**src/rtl/match_controller.sv**
```systemverilog
// Round/match sequencer: countdown, fight, round-end hold and match-over phases,
// gating player input and pulsing game_reset at each round start.
module match_controller #(
   parameter int FRAMES_PER_SEC    = 60,
   parameter int ROUND_SECONDS     = 99,
   parameter int COUNTDOWN_SECONDS = 3,
   parameter int END_HOLD_SECONDS  = 2,
   parameter int ROUNDS_TO_WIN     = 2,
   parameter int MAX_ROUNDS        = 5
) (
   input  logic       clk,
   input  logic       reset,
   input  logic       frame_tick,
   input  logic       start,
   input  logic [7:0] p1_health,
   input  logic [7:0] p2_health,
   output logic       game_reset,
   output logic       play_enable,
   output logic [2:0] state,
   output logic [6:0] round_timer,
   output logic [1:0] countdown,
   output logic [2:0] round_num,
   output logic [1:0] p1_rounds,
   output logic [1:0] p2_rounds,
   output logic [1:0] round_result,
   output logic [1:0] winner
);

   typedef enum logic [2:0] {
      S_IDLE       = 3'd0,
      S_COUNTDOWN  = 3'd1,
      S_FIGHT      = 3'd2,
      S_ROUND_END  = 3'd3,
      S_MATCH_OVER = 3'd4
   } state_t;

   localparam int FCW = (FRAMES_PER_SEC > 1) ? $clog2(FRAMES_PER_SEC) : 1;
   localparam logic [FCW-1:0] FRAME_LAST = FCW'(FRAMES_PER_SEC - 1);
   localparam logic [7:0]     HOLD_LAST  = 8'(END_HOLD_SECONDS - 1);

   state_t         state_r;
   state_t         next_state_s;
   logic [FCW-1:0] frame_cnt_r;
   logic [7:0]     hold_cnt_r;
   logic           start_q_r;
   logic           start_rise_s;
   logic           sec_tick_s;
   logic           transition_s;
   logic           enter_cd_s;
   logic [1:0]     fight_result_s;
   logic [1:0]     match_winner_s;

   // Larger value wins (1 = first, 2 = second), equal is a draw (3).
   function automatic logic [1:0] compare_pair(input logic [7:0] a, input logic [7:0] b);
      if (a > b)      return 2'd1;
      else if (b > a) return 2'd2;
      else            return 2'd3;
   endfunction

   assign state        = state_r;
   assign start_rise_s = start & ~start_q_r;
   assign sec_tick_s   = frame_tick && (frame_cnt_r == FRAME_LAST);
   assign transition_s = (next_state_s != state_r);
   assign enter_cd_s   = (next_state_s == S_COUNTDOWN) && (state_r != S_COUNTDOWN);

   // Next-state decode plus round and match outcome judgement.
   always_comb begin
      next_state_s   = state_r;
      fight_result_s = 2'd0;
      match_winner_s = 2'd0;
      case (state_r)
         S_IDLE: begin
            if (start_rise_s) next_state_s = S_COUNTDOWN;
            else              next_state_s = S_IDLE;
         end
         S_COUNTDOWN: begin
            if (sec_tick_s && countdown == 2'd1) next_state_s = S_FIGHT;
            else                                 next_state_s = S_COUNTDOWN;
         end
         S_FIGHT: begin
            if (p1_health == 8'd0 && p2_health == 8'd0) fight_result_s = 2'd3;
            else if (p2_health == 8'd0)                 fight_result_s = 2'd1;
            else if (p1_health == 8'd0)                 fight_result_s = 2'd2;
            else if (round_timer == 7'd0)               fight_result_s = compare_pair(p1_health, p2_health);
            else                                        fight_result_s = 2'd0;
            if (fight_result_s != 2'd0) next_state_s = S_ROUND_END;
            else                        next_state_s = S_FIGHT;
         end
         S_ROUND_END: begin
            if (sec_tick_s && hold_cnt_r == HOLD_LAST) begin
               if (p1_rounds == 2'(ROUNDS_TO_WIN)) begin
                  next_state_s   = S_MATCH_OVER;
                  match_winner_s = 2'd1;
               end else if (p2_rounds == 2'(ROUNDS_TO_WIN)) begin
                  next_state_s   = S_MATCH_OVER;
                  match_winner_s = 2'd2;
               end else if (round_num == 3'(MAX_ROUNDS)) begin
                  next_state_s   = S_MATCH_OVER;
                  match_winner_s = compare_pair({6'd0, p1_rounds}, {6'd0, p2_rounds});
               end else begin
                  next_state_s   = S_COUNTDOWN;
               end
            end else begin
               next_state_s = S_ROUND_END;
            end
         end
         S_MATCH_OVER: begin
            if (start_rise_s) next_state_s = S_IDLE;
            else              next_state_s = S_MATCH_OVER;
         end
         default: next_state_s = S_IDLE;
      endcase
   end

   // State, timers, round bookkeeping and registered outputs.
   always_ff @(posedge clk) begin
      if (reset) begin
         state_r      <= S_IDLE;
         frame_cnt_r  <= {FCW{1'b0}};
         hold_cnt_r   <= 8'd0;
         start_q_r    <= 1'b0;
         game_reset   <= 1'b0;
         play_enable  <= 1'b0;
         round_timer  <= 7'(ROUND_SECONDS);
         countdown    <= 2'd0;
         round_num    <= 3'd1;
         p1_rounds    <= 2'd0;
         p2_rounds    <= 2'd0;
         round_result <= 2'd0;
         winner       <= 2'd0;
      end else begin
         start_q_r   <= start;
         state_r     <= next_state_s;
         game_reset  <= enter_cd_s;
         play_enable <= (next_state_s == S_FIGHT);

         // A frame_tick coinciding with a state change is dropped with the count.
         if (transition_s)
            frame_cnt_r <= {FCW{1'b0}};
         else if (frame_tick)
            frame_cnt_r <= (frame_cnt_r == FRAME_LAST) ? {FCW{1'b0}} : frame_cnt_r + FCW'(1);

         case (state_r)
            S_IDLE: begin
               if (transition_s) begin
                  p1_rounds    <= 2'd0;
                  p2_rounds    <= 2'd0;
                  round_result <= 2'd0;
                  winner       <= 2'd0;
                  round_num    <= 3'd1;
               end
            end
            S_COUNTDOWN: begin
               if (sec_tick_s) countdown <= countdown - 2'd1;
            end
            S_FIGHT: begin
               if (transition_s) begin
                  round_result <= fight_result_s;
                  hold_cnt_r   <= 8'd0;
                  if (fight_result_s == 2'd1 && p1_rounds != 2'd3) p1_rounds <= p1_rounds + 2'd1;
                  if (fight_result_s == 2'd2 && p2_rounds != 2'd3) p2_rounds <= p2_rounds + 2'd1;
               end else if (sec_tick_s && round_timer != 7'd0) begin
                  round_timer <= round_timer - 7'd1;
               end
            end
            S_ROUND_END: begin
               if (next_state_s == S_MATCH_OVER)     winner     <= match_winner_s;
               else if (next_state_s == S_COUNTDOWN) round_num  <= round_num + 3'd1;
               else if (sec_tick_s)                  hold_cnt_r <= hold_cnt_r + 8'd1;
            end
            S_MATCH_OVER: begin
            end
            default: begin
            end
         endcase

         if (enter_cd_s) begin
            countdown   <= 2'(COUNTDOWN_SECONDS);
            round_timer <= 7'(ROUND_SECONDS);
         end
      end
   end

endmodule

```
**config.mk**
```make
export PLATFORM = sky130hd
export DESIGN_NAME = match_controller
export DESIGN_NICKNAME = d
export VERILOG_FILES = /design/src/rtl/match_controller.sv
export SDC_FILE = /design/constraint.sdc
export NUM_CORES = 1
export LEC_CHECK = 0
export ABC_AREA = 1
export BUFFER_PORTS_ARGS = -buffer_cell sky130_fd_sc_hd__buf_4
export CORE_MARGIN = 10
export CORE_UTILIZATION = 35
export DETAILED_ROUTE_END_ITERATION = 8
export SYNTH_ARGS = -nofsm -noshare
export SYNTH_HDL_FRONTEND = slang
export SYNTH_SLANG_ARGS = --single-unit
```
**constraint.sdc**
```tcl
create_clock -name clk -period 3.2 [get_ports clk]
set_input_delay 0.64 -clock clk [delete_from_list [all_inputs] [get_ports clk]]
set_output_delay 0.64 -clock clk [all_outputs]
set_load 0.01 [all_outputs]
```
==> results.yml, run 1 <==
global_route:
  grt_max_degree: 15
  first_global_vias: 2361
  grt_pass1_wl_mm: 10.36
  grt_usage: 0.1085
  grt_overflow: 0
  antenna_found_initial: 0
timing:
  finalCriticalPeriod_ns: 2.539
  fin_worst_skew_ns: 0.003360
  slew-limit-headroom: 0.7439
  fmax_mhz: 393.9
  holdWs_ns: 0.4755
  slew_viol_final: 0
  tightestPinTransition_ns: 0.3828
  finalHoldViolCount: 0
  fin_ws_ns: 0.6611
  rsz0062_at_grt: "false"
  setup_tns_ns: 0
  setup-violations-final: 0
  post-route-period-util: 0.7934
critical_path:
  timing.rr.start: "round_timer[0]"
  path_max_fanout: 7
  crit_arrival_ns: 2.73
  crit_required_ns: 3.39
  crit_path_start: "round_timer[0]"
  crit_path_end_kind: "flip-flop"
  start_kind: "flip-flop"
  critPathKind: "flip-flop to flip-flop"
die:
  die_w_um: 105.0
  dieArea_mm2: 0.01102
  die_height_um: 105.0
  io-pin-count: 45
  start_util: 0.3659
  core_mm2: 0.006907
  num_rows: 30
job:
  cap_violations: 0
cts:
  cts_max_level: 2
  post_cts_buffers: 0
  cts_buffer_depth: 2
  cts_made_buffers: 5
  cts_hold_repair.buffers: 0
  clock-root-buffer: "clkbuf_8"
  tritoncts: "done"
  cts_resized: 0
  insertion_delay_ns: 0.29
  clk_pin_slew_worst_paths_ns: 0.08
  clock-sinks: 40
layout:
  register_area_um2: 800.8
  final_common_cell: "nand2_1"
  fillers: 742
  antenna_cells: 0
  fin_nets: 464
  drive_above_1_share: 0.1749
  finalInstanceArea_mm2: 0.003095
  multiInputGateArea_mm2: 0.001475
  final_util: 0.4482
  final_cell_mix: "nand2_1, nor2_1, inv_1"
  area_growth_pct: 22.48
route:
  routedWlPerCell_um: 11.66
  vias_per_cell: 4.638
  drt_first_pass_iters: 4
  drtIter0Drc: 92
  finalWirelength_mm: 6.053
  ant_nets: 0
  vias: 2407
  drcViolationCount: 0
synthesis:
  postSynthAreaPerCell_um2: 6.758
  yosys-top-cells-area: "dfxtp_1, nand2_1, ha_1"
  synth_top_area_frac: 0.3168
  yosys_warnings: 0
  ys_seq_area_frac: 0.3168
  synth-seq-cells: 40
  synth_cell_type_count: 37
  syn-num-nets: 415
  synthCells: 374
  yosysTopAreaCell: "dfxtp_1"
  syn_area_mm2: 0.002527
power:
  leakagePower_nw: 1.495
  p_per_area_mw_per_mm2: 399.7
  ir_drop_mv: 0.1777
run_status:
  status: "finished clean"
placement:
  numPortBuffers: 44
  hpwlAfterDp_mm: 4.833
  dpl_cell_area_mm2: 0.002967
  pre_cts_slack_ns: 0.4043
  gp_congestion: 0.8641
worst_hold_path:
  worstHoldPathType: "flip-flop to flip-flop"
  hp-start: "winner[0]"
-- synthesized netlist by cell type (all sizes together) --
cell type	n
xor2	7
nand3	19
a31oi	1
nor3b	1
a21o	1
xnor2	2
o21bai	1
nor4	1
nor2	67
nand4	11
a211oi	1
o21ai	14
a21oi	21
o211ai	1
and2	2
nand2	86
dfxtp	40
a311oi	1
inv	63
buf	1
nand3b	1
o21a	2
clkinv	1
clkbuf	1
a21boi	1
nor3	6
ha	21
-- routing by layer --
layer  GRT usage  share of wire  vias to the layer above
met5           0              0                        -
met4     0.03431         0.0096                        0
met3     0.03010          0.053                        6
met2      0.1877           0.49                       57
met1      0.1262           0.45                     1063
li1            -              -                     1281
-- path summary, 6_finish.rpt --
path	depth (start not counted)	slack, ns	to
max reg2reg	17	0.66	round_timer[2]
max	17	0.66	round_timer[2]
min	2	0.48	winner[0]
min reg2reg	2	0.48	winner[0]
-- flip-flops by register name, summed over array words and instances (netlist names) --
signal        cells
start_q_r         1
frame_cnt_r       6
countdown         2
p2_rounds         2
round_num         3
winner            2
round_timer       7
play_enable       1
game_reset        1
hold_cnt_r        8
round_result      2
p1_rounds         2
state             3
-- layout make-up --
type	count	share of cell area
Timing Repair Buffer	44	0.1067
Clock inverter	2	0.01940
Multi-Input combinational cell	268	0.4766
Clock buffer	5	0.02223
Inverter	64	0.07761
Tap cell	96	0.03880
Sequential cell	40	0.2587
-- critical path: stages, from the launching register on --
cell and delay (ns):
dfxtp_1 0.33, inv_1 0.11, ha_1 0.24, inv_1 0.05
nor2_1 0.16, nand3b_1 0.16, nor2_1 0.13, nand2_1 0.07
nand2_1 0.06, nand2_1 0.13, nand2_1 0.23, nand2_1 0.12
nor2_2 0.22, inv_1 0.12, nand2_2 0.12, inv_1 0.08
nand2_1 0.07, nor2_1 0.04
-- metrics by stage --
stage | cells | power, mW
after global placement | 512 | 0.7639
after CTS | 519 | 1.255
final | 519 | 1.237
after floorplan | 374 | 0.6825
after detailed placement | 512 | 0.7664
after global routing | 519 | 1.308
-- cell families (layout without fill, tap and decap cells) --
logic type      count (synthesis)  in the layout  share of synthesized area
flops                          40             40                     0.3168
xor+xnor                        9              9                    0.03119
buf+inv                        66            115                    0.09950
simple gates                  194            194                     0.3495
fa+ha+maj                      21             21                     0.1040
compound gates                 44             44                    0.09902
-- power breakdown --
group / switching, mW / total [mW] / internal, mW / leakage (nW)
combinational: 0.122 / 0.215 / 0.0929 / 1.11
sequential: 0.0201 / 0.538 / 0.518 / 0.325
clock: 0.177 / 0.484 / 0.307 / 0.0642
total: 0.320 / 1.24 / 0.918 / 1.50
Note: power is estimated with default switching activity, not from simulation.
==> run 2: changes to the inputs <==
clock period = 2.1 ns   (was 3.2 ns; I/O delays follow)
==> run 2 against run 1 <==
Die area is the same; count of clock-buffer cells in the layout grew 1; global-route usage increased by 0.72 points; largest power group unchanged; sequential share of layout area decreased by 4.2 points.
==> results.yml, run 2 (synthesis results as in run 1) <==
run_status:
  status: "finished clean"
critical_path:
  endpoint: "hold_cnt_r[2]"
  crit_path_end_kind: "flip-flop"
  r2r_setup_slack_ns: 0.006
  rr_endpoint: "hold_cnt_r[2]"
  crit_required_ns: 2.33
  critPathKind: "flip-flop to flip-flop"
  timing.rr.start: "frame_cnt_r[1]"
  critPathSlowestCell: "dfxtp_2"
  r2r_cells: 17
  start_kind: "flip-flop"
  crit_path_start: "frame_cnt_r[1]"
  crit_arrival_ns: 2.33
  worstPathCellList: "ha_4 -> nand2_1 -> nor2_1 -> and2_4 -> nand2_2 -> a21boi_2 -> nand2_2 -> a21oi_2 -> nand2_2 -> nand2_2 -> nand2_2 -> nand2_4 -> buf_12 -> nand3_2 -> nand2_1 -> nand2_1 -> nor2_1"
  crit_top_cell: "nand2_2"
  path_max_fanout: 8
  worst_path_largest_cell_delay_ns: 0.36
timing:
  slew-limit-headroom: 0.7452
  setup_tns_ns: 0
  slew_viol_final: 0
  finalCriticalPeriod_ns: 2.094
  setup-violations-final: 0
  holdWs_ns: 0.3363
  post-route-period-util: 0.9973
  fin_worst_skew_ns: 0.008799
  finalHoldViolCount: 0
  fmax_mhz: 477.5
  rsz0062_at_grt: "true"
  tightestPinTransition_ns: 0.3818
route:
  drtIter0Drc: 76
  ant_nets: 0
  finalWirelength_mm: 6.622
  vias: 2643
  vias_per_cell: 4.589
  drcViolationCount: 0
  routedWlPerCell_um: 11.50
  drt_first_pass_iters: 4
cts:
  cts_hold_repair.buffers: 0
  cts_buffer_depth: 2
  cts_made_buffers: 5
  cts_max_level: 2
  tritoncts: "done"
  clk_pin_slew_worst_paths_ns: 0.08
  clock-root-buffer: "clkbuf_8"
  insertion_delay_ns: 0.30
  clock-sinks: 40
layout:
  drive_above_1_share: 0.3625
  area_growth_pct: 47.38
  register_area_um2: 805.8
  fillers: 687
  largestRegisters: "hold_cnt_r (8), round_timer (7), frame_cnt_r (6)"
  multiInputGateArea_mm2: 0.001668
  antenna_cells: 0
  final_cell_mix: "buf_4, nand2_1, nor2_1"
  final_cells: 576
  largest_register_ffs: 8
  max_flop_register: "hold_cnt_r"
  final_common_cell: "buf_4"
  fin_nets: 520
power:
  power.total_mw: 1.880
  p_per_area_mw_per_mm2: 504.8
  leakagePower_nw: 1.763
  ir_drop_mv: 0.2869
die:
  io-pin-count: 45
  die_height_um: 105.0
  dieArea_mm2: 0.01102
  core_mm2: 0.006907
  die_w_um: 105.0
  num_rows: 30
  start_util: 0.3659
placement:
  hpwlAfterDp_mm: 5.411
  gp_congestion: 0.8757
  numPortBuffers: 44
  placed_cells: 565
global_route:
  grt_pass1_wl_mm: 11.05
  antenna_found_initial: 0
  first_global_vias: 2547
  grt_max_degree: 15
  grt_overflow: 0
  grt_usage: 0.1158
worst_hold_path:
  worstHoldPathType: "input port to flip-flop"
job:
  cap_violations: 0
==> run 2: cell count changes in the layout (fill, tap and decap cells not counted), moves of 5 or more <==
cell     before  now
ha_4          0    8
inv_2         5   12
nand2_2       6   14
inv_1        58   49
buf_4        44   95
ha_1         21   13
o21ai_1       2    7
o21ai_0      12    5
nand2_1      80   70
==> run 2: layout make-up <==
type | count | share of cell area
well taps | 96 | 0.03225
clock buffers | 6 | 0.01948
repair buffers | 100 | 0.2089
multi-input cells | 268 | 0.4478
inverters | 64 | 0.06584
flip-flops and latches | 40 | 0.2163
clock inverters | 2 | 0.009405
==> run 2: worst min path at each step <==
stage                          end            from  cells after the start  slack, ns
floorplan           frame_cnt_r[1]  frame_cnt_r[1]                      2       0.46
CTS                      start_q_r           start                      3       0.34
global placement         winner[0]       winner[0]                      2       0.45
global route             start_q_r           start                      3       0.35
detailed placement       winner[0]       winner[0]                      2       0.46
finish                   start_q_r           start                      3       0.34
==> run 2: what timing repair did <==
| action | in CTS | in global routing |
|---|---|---|
| buffers inserted | 3 | 1 |
| gates cloned | 0 | 0 |
| resized for setup | 13 | 33 |
| pin swaps | 6 | 15 |
| setup endpoints to repair | 27 | 33 |
==> run 2: critical path: cells and delay by family (launching register included) <==
kind	cells	cell delay, ns
compound gates	2	0.28
flops	1	0.36
fa+ha+maj	1	0.14
buf+inv	1	0.11
simple gates	13	1.14
==> run 2: power by group <==
part | leakage [nW] | internal (mW) | switching, mW | total, mW
logic | 1.38 | 0.209 | 0.233 | 0.442
registers | 0.325 | 0.789 | 0.0209 | 0.810
clock network | 0.0552 | 0.353 | 0.276 | 0.629
==> run 2: per-layer routing <==
layer	track usage	wire [µm]	vias up
met3	0.03317	355	6
met1	0.1405	3006	1186
met5	0	0	-
met2	0.1948	3205	48
met4	0.03039	55	0
li1	-	-	1403
==> run 2: stage by stage <==
step                  util  cell area (µm²)  setup slack, ns
floorplan                -             2614         0.004173
global placement    0.5014             3463          -0.1949
detailed placement  0.5014             3463          -0.2384
CTS                 0.5245             3622          0.01537
global route        0.5393             3725          -0.1483
finish              0.5393             3725         0.005615
==> run 3: changes to the inputs <==
ABC_CLOCK_PERIOD_IN_PS = 2100   (was not set)
PLACE_DENSITY = 0.61   (was not set)
==> run 3 against run 2 <==
The run now ends with setup timing left; worst hold slack improved by 0.010 ns; via count rose by 5.0%; non-clock buffer count rose by 32; fmax fell by 1.3%; core utilization rose by 5.0 points; die area did not move; largest cell class unchanged.
==> results.yml, run 3 (synthesis results as in run 1) <==
layout:
  final_common_cell: "buf_4"
  area_growth_pct: 61.04
  largest_register_ffs: 8
  final_util: 0.5893
  antenna_cells: 0
  drive_above_1_share: 0.4327
  largestRegisters: "hold_cnt_r (8), round_timer (7), frame_cnt_r (6)"
  max_flop_register: "hold_cnt_r"
  fillers: 636
  final_cell_mix: "buf_4, nand2_1, nor2_1"
  fin_nets: 553
placement:
  hpwlAfterDp_mm: 5.455
  pre_cts_slack_ns: -0.3059
  numPortBuffers: 44
  gp_congestion: 0.8489
route:
  routedWlPerCell_um: 11.92
  finalWirelength_mm: 7.259
  ant_nets: 0
  drcViolationCount: 0
  drt_first_pass_iters: 6
  vias: 2776
  vias_per_cell: 4.558
  drtIter0Drc: 100
timing:
  finalCriticalPeriod_ns: 2.121
  rsz0062_at_grt: "true"
  setup-violations-final: 6
  slew_viol_final: 0
  fin_ws_ns: -0.02138
  finalHoldViolCount: 0
  fin_worst_skew_ns: 0.004495
  holdWs_ns: 0.3464
  slew-limit-headroom: 0.7237
  fmax_mhz: 471.4
  tightestPinTransition_ns: 0.4140
  post-route-period-util: 1.010
global_route:
  grt_overflow: 0
  antenna_found_initial: 0
  grt_usage: 0.1247
  grt_max_degree: 15
  first_global_vias: 2775
  grt_pass1_wl_mm: 11.87
die:
  core_mm2: 0.006907
  die_height_um: 105.0
  num_rows: 30
  io-pin-count: 45
  die_w_um: 105.0
  start_util: 0.3659
  dieArea_mm2: 0.01102
critical_path:
  worst_path_largest_cell_delay_ns: 0.34
  r2r_cells: 15
  r2r_setup_slack_ns: -0.02
  critPathSlowestCell: "dfxtp_2"
  crit_path_end_kind: "flip-flop"
  crit_arrival_ns: 2.34
  crit_required_ns: 2.31
  start_kind: "flip-flop"
  crit_path_start: "frame_cnt_r[1]"
  rr_endpoint: "round_timer[1]"
  critPathKind: "flip-flop to flip-flop"
  timing.rr.start: "frame_cnt_r[1]"
  worstPathCellList: "ha_4 -> nand2_2 -> nor2_1 -> and2_4 -> buf_6 -> nand2_4 -> nor2_2 -> o21ai_1 -> inv_1 -> nor2_4 -> nand4_4 -> nor2_8 -> buf_4 -> a21oi_1 -> o21ai_0"
  path_max_fanout: 7
cts:
  insertion_delay_ns: 0.30
  clock-root-buffer: "clkbuf_8"
  clk_pin_slew_worst_paths_ns: 0.08
  tritoncts: "done"
  cts_made_buffers: 5
  cts_max_level: 2
  clock-sinks: 40
  cts_buffer_depth: 2
worst_hold_path:
  hold_depth: 3
  hp-start: "start"
  whs_endpoint: "start_q_r"
  worstHoldPathType: "input port to flip-flop"
job:
  cap_violations: 0
power:
  ir_drop_mv: 0.3012
  p_per_area_mw_per_mm2: 495.1
  leakagePower_nw: 1.964
run_status:
  status: "finished, violations left"
  violations: "setup timing"
run 3: changes by cell type in the layout (fill, tap and decap cells not counted), moves of 2 or more:
cell,change
nand2_4,+6
buf_6,-2
nor2_4,+2
inv_2,+2
nand2_2,-2
nor2_1,-7
nor2_2,+5
o21ai_0,+4
o21ai_1,-3
nand2_1,-4
a21oi_2,-2
buf_4,+35
clkbuf_8,+2
run 3: metrics by stage:
step	area [µm²]	setup TNS, ns	instances	power (mW)
final	4070	-0.04028	609	2.015
after global routing	4070	-3.138	609	2.116
after CTS	3814	0	598	1.972
after detailed placement	3571	-6.074	581	1.267
after global placement	3571	-5.002	581	1.257
after floorplan	2614	0	374	1.047
run 3: how the worst max path moves through the flow:
stage	end	slack (ns)	depth (start not counted)
floorplan	round_timer[6]	0.004	15
global placement	round_timer[6]	-0.26	15
detailed placement	round_timer[6]	-0.31	15
CTS	round_timer[1]	0.005	16
global route	round_timer[1]	-0.16	15
finish	round_timer[1]	-0.02	15
run 3: layout make-up:
| cell class | count | area, µm² | share of cell area |
|---|---|---|---|
| repair buffers | 132 | 998.5 | 0.2453 |
| multi-input cells | 269 | 1774 | 0.4359 |
| flip-flops and latches | 40 | 805.8 | 0.1980 |
| clock buffers | 7 | 96.34 | 0.02367 |
| inverters | 64 | 245.2 | 0.06025 |
| clock inverters | 1 | 30.03 | 0.007378 |
| well taps | 96 | 120.1 | 0.02951 |
run 3: report_power, final:
part / switching [mW] / internal (mW)
Sequential: 0.0180 / 0.789
Combinational: 0.258 / 0.251
Clock: 0.280 / 0.420
Total: 0.556 / 1.46
run 3: metal layers:
metal	up-vias	share of wire	global-route usage	routed length, µm
li1	1463	-	-	-
met3	10	0.041	0.03010	300
met4	0	0.0096	0.03529	70
met1	1265	0.44	0.1457	3191
met5	-	0	0	0
met2	38	0.51	0.2198	3695
run 3: what timing repair did:
| item | in CTS | in global routing |
|---|---|---|
| setup buffers | 8 | 11 |
| endpoints found under the hold margin | 0 | 0 |
| cloned | 1 | 0 |
| hold buffers | 0 | 0 |
| gates resized for setup | 15 | 49 |
| setup endpoints to repair | 27 | 29 |
| pin swaps | 8 | 33 |
run 3: worst max-delay path, delay by kind of cell (launching register included):
kind	cells	cell delay, ns
adder cells (fa/ha/maj)	1	0.16
AO/OA/AOI/OAI	3	0.27
flip-flops	1	0.34
AND/OR/NAND/NOR	8	0.89
buffers and inverters	3	0.36
